==> config.mk <==
export PLATFORM = sky130hd
export DESIGN_NAME = sr_shift_send_flat
export DESIGN_NICKNAME = d
export VERILOG_FILES = /design/src/rtl/sr_shift_send_if.sv /design/src/rtl/sr_shift_send.sv /design/src/flat_wrapper.sv
export SDC_FILE = /design/constraint.sdc
export NUM_CORES = 1
export LEC_CHECK = 0
export ABC_AREA = 0
export BUFFER_PORTS_ARGS = -buffer_cell sky130_fd_sc_hd__buf_2
export CORE_UTILIZATION = 45
export DETAILED_ROUTE_END_ITERATION = 10
export GPL_ROUTABILITY_DRIVEN = 0
export PLACE_DENSITY = 0.67
export SLEW_MARGIN = 30
export SYNTH_ARGS = -nofsm -noshare
export SYNTH_HDL_FRONTEND = slang
export SYNTH_SLANG_ARGS = --single-unit
==> constraint.sdc <==
create_clock -name clk -period 4.05 [get_ports clk]
set_clock_uncertainty 0.15 [all_clocks]
set_input_delay 0.2025 -clock clk [delete_from_list [all_inputs] [get_ports clk]]
set_output_delay 0.2025 -clock clk [all_outputs]
set_load 0.005 [all_outputs]
==> src/rtl/sr_shift_send_if.sv <==
// sr_shift_send_if: handshake and shift-register bus for sr_shift_send.
//   slave  modport (writer side): din/din_valid in; ready, start, sr_data, sr_clk_en,
//                                 sr_load, done out.
//   master modport (producer side): mirror of the slave.
// Optional readback group (rb_data, rb_valid in; mismatch out) exists only when
// SR_SHIFT_SEND_READBACK_CHECK_EN is defined.
interface sr_shift_send_if #(
    parameter int unsigned DATA_WIDTH = 170
);
    logic [DATA_WIDTH-1:0] din;
    logic                  din_valid;
    logic                  ready;
    logic                  start;
    logic                  sr_data;
    logic                  sr_clk_en;
    logic                  sr_load;
    logic                  done;
`ifdef SR_SHIFT_SEND_READBACK_CHECK_EN
    logic [DATA_WIDTH-1:0] rb_data;
    logic                  rb_valid;
    logic                  mismatch;

    modport master (
        output din, din_valid, rb_data, rb_valid,
        input  ready, start, sr_data, sr_clk_en, sr_load, done, mismatch
    );
    modport slave (
        input  din, din_valid, rb_data, rb_valid,
        output ready, start, sr_data, sr_clk_en, sr_load, done, mismatch
    );
`else
    modport master (
        output din, din_valid,
        input  ready, start, sr_data, sr_clk_en, sr_load, done
    );
    modport slave (
        input  din, din_valid,
        output ready, start, sr_data, sr_clk_en, sr_load, done
    );
`endif
endinterface

==> src/rtl/sr_shift_send.sv <==
// sr_shift_send: serial writer for the TMIIa configuration shift register.
// Accepts a DATA_WIDTH-bit word on din/din_valid/ready, pulses start for the receive
// stage, waits one gap cycle, shifts the word out one bit per clock with sr_clk_en high,
// then pulses sr_load and done. All outputs are registered.
// Ports:
//   clk  - control clock, rising edge
//   rst  - asynchronous active-low reset
//   bus  - sr_shift_send_if.slave (din, din_valid, ready, start, sr_data, sr_clk_en,
//          sr_load, done; plus rb_data, rb_valid, mismatch with the macro)
// Optional feature macro: SR_SHIFT_SEND_READBACK_CHECK_EN (readback compare).
module sr_shift_send #(
    parameter int unsigned DATA_WIDTH      = 170,
    parameter int unsigned CNT_WIDTH       = 8,
    parameter int unsigned SHIFT_DIRECTION = 1
) (
    input logic            clk,
    input logic            rst,
    sr_shift_send_if.slave bus
);
    localparam int unsigned        IdxW    = (DATA_WIDTH > 1) ? $clog2(DATA_WIDTH) : 1;
    localparam logic [CNT_WIDTH:0] LastCnt = (CNT_WIDTH + 1)'(DATA_WIDTH - 1);

    typedef enum logic [2:0] {
        StIdle  = 3'd0,
        StArm   = 3'd1,
        StGap   = 3'd2,
        StShift = 3'd3,
        StLoad  = 3'd4,
        StDone  = 3'd5
    } state_e;

    state_e                state_q, state_d;
    logic [CNT_WIDTH:0]    cnt_q, cnt_d;
    logic [DATA_WIDTH-1:0] hold_q, hold_d;
    logic                  ready_q, ready_d;
    logic                  start_q, start_d;
    logic                  sr_data_q, sr_data_d;
    logic                  sr_clk_en_q, sr_clk_en_d;
    logic                  sr_load_q, sr_load_d;
    logic                  done_q, done_d;
    logic                  accept;
    logic [IdxW-1:0]       bit_idx;

    always_comb begin
        state_d = state_q;
        cnt_d   = cnt_q;
        hold_d  = hold_q;
        accept  = bus.din_valid && ((state_q == StIdle) || (state_q == StDone));

        case (state_q)
            StIdle, StDone: begin
                if (accept) begin
                    state_d = StArm;
                    hold_d  = bus.din;
                    cnt_d   = '0;
                end else begin
                    state_d = StIdle;
                end
            end
            StArm:   state_d = StGap;
            StGap:   state_d = StShift;
            StShift: begin
                cnt_d = cnt_q + 1'b1;
                if (cnt_q == LastCnt) begin
                    state_d = StLoad;
                end
            end
            StLoad:  state_d = StDone;
            default: state_d = StIdle;
        endcase

        // Outputs are decoded from the next state so the registered value lines up with
        // the state it belongs to; cnt_d is the index of the bit driven next cycle.
        if (SHIFT_DIRECTION != 0) begin
            bit_idx = IdxW'(LastCnt - cnt_d);
        end else begin
            bit_idx = IdxW'(cnt_d);
        end
        ready_d     = (state_d == StIdle) || (state_d == StDone);
        start_d     = (state_d == StArm);
        sr_clk_en_d = (state_d == StShift);
        sr_data_d   = (state_d == StShift) && hold_d[bit_idx];
        sr_load_d   = (state_d == StLoad);
        done_d      = (state_d == StDone);
    end

    always_ff @(posedge clk or negedge rst) begin
        if (!rst) begin
            state_q     <= StIdle;
            cnt_q       <= '0;
            hold_q      <= '0;
            ready_q     <= 1'b1;
            start_q     <= 1'b0;
            sr_data_q   <= 1'b0;
            sr_clk_en_q <= 1'b0;
            sr_load_q   <= 1'b0;
            done_q      <= 1'b0;
        end else begin
            state_q     <= state_d;
            cnt_q       <= cnt_d;
            hold_q      <= hold_d;
            ready_q     <= ready_d;
            start_q     <= start_d;
            sr_data_q   <= sr_data_d;
            sr_clk_en_q <= sr_clk_en_d;
            sr_load_q   <= sr_load_d;
            done_q      <= done_d;
        end
    end

    assign bus.ready     = ready_q;
    assign bus.start     = start_q;
    assign bus.sr_data   = sr_data_q;
    assign bus.sr_clk_en = sr_clk_en_q;
    assign bus.sr_load   = sr_load_q;
    assign bus.done      = done_q;

`ifdef SR_SHIFT_SEND_READBACK_CHECK_EN
    logic [DATA_WIDTH-1:0] ref_word_q, ref_word_d;
    logic                  ref_ok_q, ref_ok_d;
    logic                  mismatch_q, mismatch_d;

    // Compare reads the current reference; a coincident done only updates it afterwards.
    always_comb begin
        ref_word_d = ref_word_q;
        ref_ok_d   = ref_ok_q;
        mismatch_d = mismatch_q;
        if (bus.rb_valid && ref_ok_q) begin
            mismatch_d = (bus.rb_data != ref_word_q);
        end
        if (done_q) begin
            ref_word_d = hold_q;
            ref_ok_d   = 1'b1;
        end
    end

    always_ff @(posedge clk or negedge rst) begin
        if (!rst) begin
            ref_word_q <= '0;
            ref_ok_q   <= 1'b0;
            mismatch_q <= 1'b0;
        end else begin
            ref_word_q <= ref_word_d;
            ref_ok_q   <= ref_ok_d;
            mismatch_q <= mismatch_d;
        end
    end

    assign bus.mismatch = mismatch_q;
`endif
endmodule

==> src/flat_wrapper.sv <==
// flat-port wrapper written by rule: the top's interface ports become plain ports
module sr_shift_send_flat 
#(
    parameter int unsigned DATA_WIDTH      = 170,
    parameter int unsigned CNT_WIDTH       = 8,
    parameter int unsigned SHIFT_DIRECTION = 1
)
  (clk, rst, bus_din, bus_din_valid, bus_ready, bus_start, bus_sr_data, bus_sr_clk_en, bus_sr_load, bus_done);
  sr_shift_send_if #(.DATA_WIDTH(DATA_WIDTH)) bus_i ();
  input logic clk;
  input logic rst;
  input wire logic [$bits(bus_i.din)-1:0] bus_din;
  input wire logic [$bits(bus_i.din_valid)-1:0] bus_din_valid;
  output wire logic [$bits(bus_i.ready)-1:0] bus_ready;
  output wire logic [$bits(bus_i.start)-1:0] bus_start;
  output wire logic [$bits(bus_i.sr_data)-1:0] bus_sr_data;
  output wire logic [$bits(bus_i.sr_clk_en)-1:0] bus_sr_clk_en;
  output wire logic [$bits(bus_i.sr_load)-1:0] bus_sr_load;
  output wire logic [$bits(bus_i.done)-1:0] bus_done;
  assign bus_i.din = bus_din;
  assign bus_i.din_valid = bus_din_valid;
  assign bus_ready = bus_i.ready;
  assign bus_start = bus_i.start;
  assign bus_sr_data = bus_i.sr_data;
  assign bus_sr_clk_en = bus_i.sr_clk_en;
  assign bus_sr_load = bus_i.sr_load;
  assign bus_done = bus_i.done;
  sr_shift_send #(.DATA_WIDTH(DATA_WIDTH), .CNT_WIDTH(CNT_WIDTH), .SHIFT_DIRECTION(SHIFT_DIRECTION)) u_core (.clk(clk), .rst(rst), .bus(bus_i));
endmodule
-- Yosys cells after proc, flatten, opt, wreduce, memory -nomap -nowiden
Cells that the tools add are included.
- bits in registers: 188
- input port bits: 173
- output and inout bits: 6
- word-level logic and storage cells: 38
- $add $sub $neg: 2
- magnitude comparators: 1
- eq/ne operators: 10
- muxes and demuxes: 9
- reductions and logical operators: 7
- operators by type and width (operator ; count):
    170-bit 2-to-1 mux ; 2
    9-bit one-hot mux with 2 select lines ; 1
    3-bit one-hot mux with 5 select lines ; 1
    3-bit == test, second input constant ; 4
    9-bit by 1-bit adder with 9-bit output, second input constant ; 1
    3-bit by 2-bit == test with 1-bit output, second input constant ; 3
    9-bit by 8-bit == test with 1-bit output, second input constant ; 1
    8-bit by 9-bit less-than comparator with 1-bit output, second input constant ; 1
    9-bit 2-to-1 mux ; 1
    1-bit binary-select mux with 8-bit select ; 1
    8-bit subtractor, first input constant ; 1
    3-bit by 1-bit == test with 1-bit output, second input constant ; 2
    3-bit zero test ; 2
    3-bit 2-to-1 mux ; 1
    1-bit logical AND ; 2
    1-bit logical OR ; 2
    1-bit 2-to-1 mux ; 2
    2-bit OR reduction ; 1

-- Longest topological paths before layout
- word-level depth: 9
- mapped depth: 21
- depth with buffers taken out: 17

-- Worst setup path after synthesis
Ideal clock, no wire load.
- path type: reg2reg
- start: reg u_core.state_q[0]
- end: reg u_core.sr_data_q, in the netlist u_core.bus.sr_data
- library setup time: 0.120 ns
- arrival time: 3.878 ns
- data required time: 3.780 ns
- slack: -0.097 ns
- stages on the path, launching flop included: 17
- path buffers: 4
- clock period less this slack: 4.147 ns
- cell sequence: dfrtp_1 > buf_6 > clkbuf_1 > nand4b_1 > o211ai_1 > nor2_1 > inv_2 > ha_1 > buf_1 > and2_1 > a2111oi_4 > buf_6 > mux4_2 > o2bb2ai_1 > a2111oi_2 > nand4_1 > a31o_1
- word-level cells in the longest chain between the ends: 9
- elaborated cells between the ends (all ways): 21
- those cells by class: 1 x add/sub; 6 x eq/ne; 9 x mux; 5 x reduce/logical
- ends and longest elaborated chain (element ; RTL line ; text):
    start: declaration ; sr_shift_send.sv:32 ; state_e state_q, state_d;
    start signal: assignment ; sr_shift_send.sv:89 ; state_q <= StIdle;
    start signal: assignment ; sr_shift_send.sv:99 ; state_q <= state_d;
    3-bit == test / 3-bit zero test (equally long branches) ; sr_shift_send.sv:48, sr_shift_send.sv:50 ;
    1-bit logical OR ; sr_shift_send.sv:48 ; accept = bus.din_valid && ((state_q == StIdle) || (state_q == StDone));
    1-bit logical AND ; sr_shift_send.sv:48 ;
    9-bit 2-to-1 mux ; sr_shift_send.sv:52 ; if (accept) begin
    9-bit one-hot mux with 2 select lines ; sr_shift_send.sv:50 ; case (state_q)
    8-bit subtractor ; sr_shift_send.sv:75 ; bit_idx = IdxW'(LastCnt - cnt_d);
    1-bit binary-select mux with 8-bit select ; sr_shift_send.sv:82 ; sr_data_d = (state_d == StShift) && hold_d[bit_idx];
    1-bit 2-to-1 mux (implied by the code) ; sr_shift_send.sv:82 ;
    1-bit logical AND (*) ; sr_shift_send.sv:82 ;
    named net u_core.sr_data_d ; sr_shift_send.sv:37 ; logic sr_data_q, sr_data_d;
    end signal: assignment ; sr_shift_send.sv:104 ; sr_data_q <= sr_data_d;
    end: declaration ; sr_shift_send.sv:37 ;
The timed path passes the listed nets; every way through them passes the cells marked *. The select of a mux whose other input is x is not followed.

-- Final worst setup path
- start: reg u_core.state_q[2]
- end: reg u_core.sr_data_q, in the netlist u_core.bus.sr_data
- word-level cells in the longest chain between the ends: 9
- elaborated cells between the ends (all ways): 21
- those cells by class: 1 x add/sub; 6 x eq/ne; 9 x mux; 5 x reduce/logical
- ends and longest elaborated chain (element ; RTL line ; text):
    3-bit == test / 3-bit zero test (equally long branches) ; sr_shift_send.sv:48, sr_shift_send.sv:50 ;
    1-bit logical OR ; sr_shift_send.sv:48 ;
    1-bit logical AND ; sr_shift_send.sv:48 ;
    9-bit 2-to-1 mux ; sr_shift_send.sv:52 ;
    9-bit one-hot mux with 2 select lines (*) ; sr_shift_send.sv:50 ;
    named net u_core.cnt_d[2] ; sr_shift_send.sv:33 ; logic [CNT_WIDTH:0] cnt_q, cnt_d;
    8-bit subtractor (*) ; sr_shift_send.sv:75 ;
    1-bit binary-select mux with 8-bit select (*) ; sr_shift_send.sv:82 ;
    1-bit 2-to-1 mux (implied by the code) (*) ; sr_shift_send.sv:82 ;
    1-bit logical AND (*) ; sr_shift_send.sv:82 ;
    named net u_core.sr_data_d ; sr_shift_send.sv:37 ;
Marked as above.

==> reports/qor.txt <==
Number of CTS-inserted buffers: 17
Post-synthesis cell area: 0.00964 mm2
Die W: 148 um
Ant. Diodes: 0
Worst reg2reg endpoint: u_core.bus.sr_data
Rows: 53
Register-to-register setup slack: 0.05 ns
CTS tree: done
Via-to-Cell Ratio: 5.27
Antenna violations before repair: 0
Reg2Reg Launch Point: u_core.state_q[2]
Worst-Margin Slew: 0.886 ns
Multi-input gate area: 0.00467 mm2
Placed Cells incl. Taps: 1544
Yosys top cell area share: 48.5%
R2r worst-path depth: 18
# DRC: 0
Vias in the first global route: 9109
Pin count of the biggest net entering global routing: 124
Design area: 0.0135 mm2
Syn. warnings: 0
F_max: 250 MHz
CTS max path bufs: 2
Fill count: 1679
Buf/Inv on CP: 4
Largest cells by area after synthesis: dfrtp_1 49%, nand2_1 19%, mux2i_1 3.8%
Tmin final: 4.00 ns
Core footprint: 0.0210 mm2
Ys async rst share: 100%
Setup violators final: 0
Final max-slew violation count: 0
Sink Count: 188
Worst EP required: 4.28 ns
Tot Pwr: 3740 uW
Initial Util: 45.9%
Static leakage: 0.00694 uW
Worst Setup End Kind: flip-flop
Status: finished, final reports clean
Synth cell types: 74
# H-tree levels: 4
Pwr/cell area: 277 mW/mm2
Cell Chain, Critical Path: or3b_4 -> a21oi_2 -> a211oi_2 -> inv_1 -> ha_4 -> buf_6 -> nand2b_4 -> a221oi_4 -> buf_4 -> a2111o_1 -> buf_6 -> a311oi_1 -> o21ai_1 -> and3_1 -> a211o_1 -> mux2_4 -> a211oi_2 -> a31o_1
Synthesized flop and latch total: 188
Commonest cells in the netlist: 489 x nand2_1, 187 x dfrtp_1, 56 x nor2_1
First-pass GRT wire length: 46200 um
CP max stage delay: 0.45 ns
Yosys top cell by area: dfrtp_1
Drt total wl: 30000 um
Via Count: 9292
Rel. slew slack: 40.9%
Register area: 0.00471 mm2
Most used flip-flop cell after synthesis: dfrtp_1
Fin crit share: 98.9%
Initial DRC Count: 657
I/O pin total: 179
All-layer global routing usage: 27.2%
Total congestion overflow: 0
Number of flops mapped to enable cells by yosys: 0
IO Port Bufs: 178
Die area: 0.0220 mm2
Placed cell area: 0.0109 mm2
Die H: 148 um
ANT nets after route: 0
Finished Layout Cells: 1764
Hpwl dp: 18400 um
Max VDD drop: 276 uV
Hold WC Path Type: in2async
Final-stage net count: 1652
Syn nets: 1299
Layout cells sized above 1: 23.1%
Startpoint types: flip-flop
Clock Latency Late Sink: 0.44 ns
Crit path max-delay family: compound AO/OA/AOI/OAI gates
Sequential area share after synthesis: 48.8%
Post-synthesis cell count: 1123
Most frequent cell after synthesis: nand2_1
Wire length per cell: 17.0 um
Max FO, Critical Path: 5
DRT Pass-1 Iters: 5
Max cap viols: 0
Crit Path Category: reg2reg
Clock slew at the register clock pins of the worst setup and hold paths: 0.07 ns
Clk root buf: clkbuf_16
Syn-to-layout area delta: 39.9%
Final Hold Fails: 0
CP max stage cell: dfrtp_2
Syn avg cell area: 8.58 um2
RSZ-0062 raised after global routing: yes
Crit path DAT: 4.24 ns
report_power, final:
group          switching [uW]  total (uW)  internal [uW]
logic                     101         273            172
registers                   0        1880           1880
clock network             776        1590            817
total                     877        3740           2870
flip-flops by register name, summed over array words and instances (netlist names):
name                  count
u_core.bus.done           1
u_core.bus.ready          1
u_core.bus.sr_clk_en      1
u_core.bus.sr_data        1
u_core.bus.sr_load        1
u_core.bus.start          1
u_core.cnt_q              9
u_core.hold_q           170
u_core.state_q            3
per-stage QoR:
step                util [%]  setup TNS (ns)  hold slack, ns  setup slack [ns]
CTS                     62.9               0           0.304            0.0155
detailed placement      51.9         -0.0111           0.208           -0.0111
floorplan                  -               0          -0.243            0.0305
finish                  64.2               0           0.231            0.0458
global route            64.2          -0.135           0.333            -0.135
global placement        51.9               0           0.209             0.108
worst reg2reg max path, cell delays in order (launching register included):
cell and delay, ns:
dfrtp_2 0.45, or3b_4 0.45, a21oi_2 0.17, a211oi_2 0.06, inv_1 0.12, ha_4 0.17, buf_6 0.11, nand2b_4 0.12
a221oi_4 0.06, buf_4 0.18, a2111o_1 0.42, buf_6 0.18, a311oi_1 0.21, o21ai_1 0.09, and3_1 0.20, a211o_1 0.24
mux2_4 0.27, a211oi_2 0.19, a31o_1 0.12
layer usage:
layer | wire [um] | vias up | global-route usage (%)
met1 | 12500 | 4416 | 34.2
li1 | - | 4469 | -
met3 | 1750 | 64 | 4.66
met2 | 14900 | 343 | 46.3
met5 | 0 | - | 0
met4 | 872 | 0 | 11.7
what timing repair did:
item	CTS	global route
hold buffers	172	0
resized for setup	2	39
cloned	0	2
pin swaps	1	18
endpoints found under the setup margin	1	1
buffers inserted	1	13
endpoints found under the hold margin	270	0
how the worst max path moves through the flow:
stage | startpoint | to | slack (ns) | cells after the start
final | u_core.state_q[2] | u_core.bus.sr_data | 0.05 | 18
after global routing | u_core.cnt_q[0] | u_core.bus.sr_data | -0.14 | 19
after CTS | u_core.cnt_q[0] | u_core.bus.sr_data | 0.02 | 16
after detailed placement | u_core.cnt_q[0] | u_core.bus.sr_data | -0.01 | 14
after global placement | u_core.cnt_q[0] | u_core.bus.sr_data | 0.11 | 13
after floorplan | u_core.cnt_q[1] | u_core.bus.sr_data | 0.03 | 14
cell type report:
| type | count | share of cell area [%] |
|---|---|---|
| multi-input combinational | 848 | 34.6 |
| tap | 275 | 2.55 |
| sequential | 188 | 34.9 |
| clock inverter | 13 | 0.816 |
| timing repair buffer | 408 | 23.4 |
| inverter | 13 | 0.399 |
| clock buffer | 19 | 3.28 |
layout by cell type (no fill, tap or decap), drive strengths merged, types with 5 or more instances in the layout:
master	synthesis	final
mux2i	37	37
dlygate4sd3	0	172
o21ai	32	32
dfrtp	187	187
xnor2	6	6
a2111oi	6	6
clkinv	0	6
nor3	25	25
clkbuf	24	21
o211ai	12	12
and3	6	6
buf	51	234
nand2	490	490
a311oi	27	27
nor2	56	56
a21oi	16	16
nand4	8	8
a21o	6	6
mux2	25	25
nand3	19	19
inv	13	18
or4	5	5
nor4	8	8
cells by family after synthesis:
group | synth area share (%)
and+or+nand+nor | 27.4
DFF | 48.8
AOI/OAI and AO/OA | 10.5
buffers and inverters | 4.48
muxes | 7.50
xor gates and xnor gates | 0.883
adders and majority gates | 0.389
(Power assumes the default switching activity.)
